===== config.mk =====
export PLATFORM = sky130hd
export DESIGN_NAME = if_id_skid_buffer
export DESIGN_NICKNAME = d
export VERILOG_FILES = /design/src/rtl/if_id_skid_buffer.sv
export SDC_FILE = /design/constraint.sdc
export NUM_CORES = 1
export LEC_CHECK = 0
export ABC_AREA = 0
export BUFFER_PORTS_ARGS = -buffer_cell sky130_fd_sc_hd__buf_4
export CAP_MARGIN = 20
export CORE_UTILIZATION = 46
export DETAILED_ROUTE_END_ITERATION = 10
export GPL_TIMING_DRIVEN = 0
export PLACE_DENSITY = 0.7
export SLEW_MARGIN = 5
export SYNTH_ARGS = -nofsm -noshare
export SYNTH_HDL_FRONTEND = slang
export SYNTH_SLANG_ARGS = --single-unit

===== constraint.sdc =====
create_clock -name clk -period 3.6 [get_ports clk]
set_input_delay 0.72 -clock clk [delete_from_list [all_inputs] [get_ports clk]]
set_output_delay 0.72 -clock clk [all_outputs]
set_load 0.03 [all_outputs]

===== src/rtl/if_id_skid_buffer.sv =====
// if_id_skid_buffer: two-entry IF/ID skid buffer with registered handshake and flush-to-NOP.
// Define IF_ID_FLUSH_STATS_EN to add the saturating flushed_count output.
module if_id_skid_buffer #(
   parameter int INSTR_W = 32,
   parameter int PC_W = 32,
   parameter logic [INSTR_W-1:0] NOP_INSTR = 32'h00000020
) (
   input  logic               clk,
   input  logic               reset,
   input  logic               in_valid,
   output logic               in_ready,
   input  logic [INSTR_W-1:0] in_instr,
   input  logic [PC_W-1:0]    in_next_pc,
   output logic               out_valid,
   input  logic               out_ready,
   output logic [INSTR_W-1:0] out_instr,
   output logic [PC_W-1:0]    out_next_pc,
   input  logic               flush,
   output logic [1:0]         occupancy
`ifdef IF_ID_FLUSH_STATS_EN
   ,
   output logic [15:0]        flushed_count
`endif
);
   typedef enum logic [1:0] {EMPTY = 2'd0, ONE = 2'd1, FULL = 2'd2} state_t;
   state_t state_q, state_d;
   logic in_ready_q, in_ready_d, out_valid_q, out_valid_d;
   logic [INSTR_W-1:0] main_instr_q, main_instr_d, skid_instr_q, skid_instr_d;
   logic [PC_W-1:0] main_pc_q, main_pc_d, skid_pc_q, skid_pc_d;
   logic push, pop;
   assign push = in_valid & in_ready_q;
   assign pop = out_valid_q & out_ready;
   always_comb begin
      state_d = state_q;
      main_instr_d = main_instr_q;
      main_pc_d = main_pc_q;
      skid_instr_d = skid_instr_q;
      skid_pc_d = skid_pc_q;
      if (flush) begin
         state_d = EMPTY;
         main_instr_d = NOP_INSTR;
         main_pc_d = '0;
         skid_instr_d = '0;
         skid_pc_d = '0;
      end else begin
         case (state_q)
            EMPTY: if (push) begin
               state_d = ONE;
               main_instr_d = in_instr;
               main_pc_d = in_next_pc;
            end
            ONE: if (push && pop) begin
               main_instr_d = in_instr;
               main_pc_d = in_next_pc;
            end else if (push) begin
               state_d = FULL;
               skid_instr_d = in_instr;
               skid_pc_d = in_next_pc;
            end else if (pop) begin
               state_d = EMPTY;
               main_instr_d = NOP_INSTR;
               main_pc_d = '0;
            end
            FULL: if (pop) begin
               state_d = ONE;
               main_instr_d = skid_instr_q;
               main_pc_d = skid_pc_q;
               skid_instr_d = '0;
               skid_pc_d = '0;
            end
            default: state_d = EMPTY;
         endcase
      end
      in_ready_d = state_d != FULL;
      out_valid_d = state_d != EMPTY;
   end
   always_ff @(posedge clk or negedge reset) begin
      if (!reset) begin
         state_q <= EMPTY;
         in_ready_q <= 1'b1;
         out_valid_q <= 1'b0;
         main_instr_q <= NOP_INSTR;
         main_pc_q <= '0;
         skid_instr_q <= '0;
         skid_pc_q <= '0;
      end else begin
         state_q <= state_d;
         in_ready_q <= in_ready_d;
         out_valid_q <= out_valid_d;
         main_instr_q <= main_instr_d;
         main_pc_q <= main_pc_d;
         skid_instr_q <= skid_instr_d;
         skid_pc_q <= skid_pc_d;
      end
   end
   assign in_ready = in_ready_q;
   assign out_valid = out_valid_q;
   assign out_instr = main_instr_q;
   assign out_next_pc = main_pc_q;
   assign occupancy = 2'(state_q);
`ifdef IF_ID_FLUSH_STATS_EN
   // Words lost to a flush: held entries not consumed this cycle plus a discarded push.
   logic [15:0] flushed_count_q, flushed_count_d;
   logic [1:0] flush_add;
   always_comb begin
      flush_add = occupancy - {1'b0, pop} + {1'b0, push};
      flushed_count_d = !flush ? flushed_count_q :
         (flushed_count_q > 16'hFFFF - 16'(flush_add)) ? 16'hFFFF : flushed_count_q + 16'(flush_add);
   end
   always_ff @(posedge clk or negedge reset) begin
      if (!reset) flushed_count_q <= '0;
      else flushed_count_q <= flushed_count_d;
   end
   assign flushed_count = flushed_count_q;
`endif
endmodule


# Word-level counts from Yosys, hierarchy flattened
# Cells that the tools add are included.
dict set report word_totals {
  reg_bits 132
  romBits 0
  latch_bits 0
  word_cells 52
  n_memories 0
  ram_bits 0
}
dict set report op_classes {
  eq_ne 9
  addsub 0
  bitwise 2
  n_lt_le_gt_ge 0
  multipliers 0
  reduce_logical 7
  mux 27
  div 0
  shifts 0
}
# op count
set ops {}
lappend ops {{$mux 32} 16}
lappend ops {{$pmux 32 s3} 2}
lappend ops {{$pmux 32 s2} 2}
lappend ops {{$mux 2} 6}
lappend ops {{$ne 3x3->1 const B} 4}
lappend ops {{$ne 4x4->1 const B} 2}
lappend ops {{$pmux 2 s3} 1}
lappend ops {{$reduce_and 5->1} 1}
lappend ops {{$reduce_and 4->1} 1}
lappend ops {{$reduce_bool 4->1} 1}
lappend ops {{$reduce_bool 3->1} 1}
lappend ops {{$and 1x1->1} 2}
lappend ops {{$eq 2x1->1 const B} 1}
lappend ops {{$eq 2x2->1 const B} 1}
lappend ops {{$logic_not 2->1} 1}
lappend ops {{$ne 2x2->1 const B} 1}
lappend ops {{$reduce_bool 2->1} 1}
lappend ops {{$logic_and 1x1->1} 1}

# Logic depth before layout (Yosys ltp)
dict set report logic_depth {
  depth_word 7
  ltp_mapped 10
  mapped_depth_nobuf 6
}

# Worst setup path before layout
# No wires, ideal clock.
dict set report synth_path {
  path_type {reg-to-reg}
  from {reg state_q[0], in the netlist occupancy[0]}
  to {reg main_instr_q[30], in the netlist out_instr[30]}
  t_arrival_ps 1895
  required_time_ps 3522
  setup_slack_ps 1627
  setup_time_ps 78
  stages_incl_launch_ff 10
  cell_sequence {dfrtp_1 > inv_1 > ha_1 > buf_4 > a2bb2oi_1 > nor3_2 > nand2b_1 > buf_4 > buf_6 > o2bb2ai_1}
}
dict set report synth_between {
  elab_chain_len 3
}
# item line_no
set synth_rtl {}
lappend synth_rtl {{start, declared} 26} ;# state_t state_q, state_d;
lappend synth_rtl {{start signal, assigned} 87} ;# state_q <= state_d;
lappend synth_rtl {{$eq 2x1->1, or another cell as far along} 46} ;# case (state_q)
lappend synth_rtl {{$ne 4x4->1 (no source line), or another cell as far along} --}
lappend synth_rtl {{$reduce_and 5->1 (no source line) / $mux 32 (equally long branches)} --}
lappend synth_rtl {{end signal, assigned} 90} ;# main_instr_q <= main_instr_d;
lappend synth_rtl {{end, declared} 28} ;# logic [INSTR_W-1:0] main_instr_q, main_instr_d, skid_instr_q, skid_instr_d;
# Several ways; a longest one is shown, not always the timed one.
# A chain may end at the register's enable or synchronous reset.

# Worst setup path in the final report
dict set report layout_path {
  from {reg state_q[0], in the netlist occupancy[0]}
  to {reg skid_instr_q[22]}
}
dict set report layout_between {
  elab_chain_len 3
}
# item line_no
set layout_rtl {}
lappend layout_rtl {{$eq 2x1->1 / $eq 2x2->1 (equally long branches)} 46}
lappend layout_rtl {{$ne 3x3->1 (no source line), or another cell as far along} --}
lappend layout_rtl {{$reduce_and 4->1 (no source line) / $mux 32 (equally long branches)} --}
lappend layout_rtl {{end signal, assigned} 92} ;# skid_instr_q <= skid_instr_d;
lappend layout_rtl {{end, declared} 28}
# Several ways; a longest one is shown, not always the timed one.

==> results.md <==
- CP Class: reg -> reg
- Seq cells post-synth: 132
- H-tree lvl count: 4
- DP Worst Slack: 1.42 ns
- Pre-Repair DR Iteration Count: 5
- Design area: 7640 sq um
- Fin. max-slew vios: 0
- Hold Buf Count CTS: 0
- Initial drt markers: 394
- Syn_nets: 616
- Final Cycle Share: 0.610
- CTS Root Cell: clkbuf_16
- Synth cell count leaders: nand2_1, dfrtp_1, a22oi_1
- CTS tree: yes
- Die Width: 114 um
- Grt total ovfl: 0
- Vias in the first global route: 4,730
- CP Capture Type: flip-flop
- Post-synth ARST share: 1.00
- Synth cell types: 36
- Die height: 114 um
- Post-layout min period: 2.20 ns
- Reg clk slew, reported paths: 0.06 ns
- Worst IR drop on VDD: 0.290 mV
- Synth warnings: 0
- Syn Inst Count: 543
- CTS buffer count: 17
- Total Neg Setup Slack: 0 ns
- # rows: 40
- Worst path max stage delay: 0.45 ns
- Final WL: 15.0 mm
- CTS max path bufs: 2
- N_diodes: 0
- # resized after CTS: 0
- Vias per Instance: 5.49
- # IOs: 137
- Worst Setup SP: occupancy[0]
- Pwr dens: 619 nW/um^2
- Fin worst setup slack: 1.40 ns
- Initial Utilization: 0.478
- DRC: 0
- Routed len/inst: 17.1 um
- Worst-Skew Late Latency: 0.42 ns
- Area contributors post-synth: dfrtp_1, nand2_1, o2bb2ai_1
- Critical Path Slowest Stage Cell: nor2_2
- Worst endpoint required time: 3.93 ns
- Power, Total: 4730 uW
- CP Launch Type: flip-flop
- Placed inst area: 7070 sq um
- Count leader, synth: nand2_1
- Synth Flop Type: dfrtp_1
- Setup Skew: 0.00693 ns
- FF-to-FF Start: occupancy[0]
- Largest net degree at the start of global routing: 75
- TritonCTS Sinks: 132
- DP HPWL: 10.1 mm
- First-pass GRT wire length: 24.2 mm
- RSZ-0062 raised after global routing: no
- Vias: 4,822
- Slew margin rel.: 0.535
- Overall Global Routing Usage: 0.241
- Share of layout cells above drive strength 1: 0.316
- # fillers: 1,023
- Final setup viols: 0
- Hold Fails Final Rpt: 0
- Core area: 12,200 sq um
- Worst path arrival time: 2.52 ns
- Hold WC Path Type: in -> async
- Sequential area share after synthesis: 0.568
- Top-area cell type share of the netlist area: 0.559
- Status: finished clean
- Max FO, Critical Path: 10
- Port bufs: 135
- Post-synth top area cell: dfrtp_1
- Routed Antenna Nets: 0
- Post CTS Setup Buffer Count: 0
- Crit-path cells: inv_1, ha_1, buf_4, nor2_2, clkbuf_1, nand2_1, o21ai_0
- Max cap viols: 0
- Gpl congestion: 0.828
- Mapped Area: 5820 sq um
- P_leak: 0.00364 uW
- Max Fclk: 0.455 GHz
- Avg Inst Size Synth: 10.7 sq um
- Area Overhead vs Synth: 31.2%
- Initial antenna violation count: 0
- Full die area: 13,100 sq um
- Nets: 771
- Number of synthesized flops with an enable pin: 0
- Worst Max-Slew Pin Slew: 0.698 ns
area by class of cell:
class                      instances  area [sq um]  area share
sequential                       132          3310       0.433
multi-input combinational        358          2190       0.286
timing repair buffer             136          1040       0.137
clock buffer                      20           457      0.0598
buffer                            48           308      0.0403
tap                              168           210      0.0275
clock inverter                    12           106      0.0139
inverter                           5          18.8     0.00246
flip-flops by register name, summed over array words and instances, names as in the netlist:
register / flops
in_ready: 1
out_instr: 32
skid_instr_q: 32
out_next_pc: 32
out_valid: 1
occupancy: 2
skid_pc_q: 32
kinds of logic after synthesis:
| logic type | share of synthesized area |
|---|---|
| simple gates | 0.102 |
| compound gates | 0.265 |
| buf+inv | 0.0561 |
| flops | 0.568 |
| fa+ha+maj | 0.00860 |
per-layer routing:
metal	up-vias	share of wire	track usage
li1	2268	-	-
met4	0	0.0079	0.0736
met5	-	0	0
met3	13	0.061	0.0704
met2	155	0.47	0.367
met1	2386	0.46	0.334
power breakdown:
group	total, uW	internal (uW)	switching, uW	leakage, uW
logic	1250	466	784	0.00162
clock network	1640	984	655	0.000268
registers	1840	1700	139	0.00175
total	4730	3150	1580	0.00364
worst max-delay path, delay by kind of cell, from the launching register on:
kind,cells,cell delay [ns]
compound gates,1,0.19
fa+ha+maj,1,0.21
buf+inv,3,0.68
flops,1,0.44
simple gates,2,0.58
worst paths after layout:
path / to / slack (ns) / cells after the start
worst max-delay path: skid_instr_q[22] / 1.40 / 7
worst min-delay path: out_next_pc[17] / 0.32 / 1
worst max register to register: skid_instr_q[22] / 1.40 / 7
worst min register to register: out_instr[5] / 0.47 / 2
max in group asynchronous: out_instr[30] / 2.55 / 2
min in group clk: out_instr[5] / 0.47 / 2
cell usage in the layout (no fill, tap or decap), types with 2 or more instances in the layout:
master / netlist / final
a21boi_0: 2 / 2
a21oi_1: 3 / 3
a22oi_1: 63 / 63
a2bb2oi_1: 2 / 2
and2_1: 2 / 2
buf_2: 17 / 17
buf_4: 4 / 138
buf_6: 7 / 8
buf_8: 3 / 3
clkbuf_1: 13 / 14
clkbuf_16: 0 / 17
clkbuf_2: 4 / 4
clkbuf_8: 0 / 2
clkinv_2: 0 / 4
clkinv_4: 0 / 2
clkinvlp_4: 0 / 4
dfrtp_1: 130 / 130
dfstp_2: 2 / 2
ha_1: 4 / 4
inv_1: 5 / 5
nand2_1: 131 / 131
nand3_1: 4 / 4
o21ai_0: 61 / 61
o21ai_2: 8 / 8
o2bb2ai_1: 55 / 55
o2bb2ai_2: 8 / 8
stage by stage:
step | std cells | hold WS, ns | util
2_1_floorplan | 543 | 0.424 | -
3_3_place_gp | 846 | 0.456 | 0.579
3_5_place_dp | 847 | 0.461 | 0.582
4_1_cts | 879 | 0.345 | 0.628
5_1_grt | 879 | 0.360 | 0.628
6_report | 879 | 0.321 | 0.628
Power figures use the tool's default switching activity.
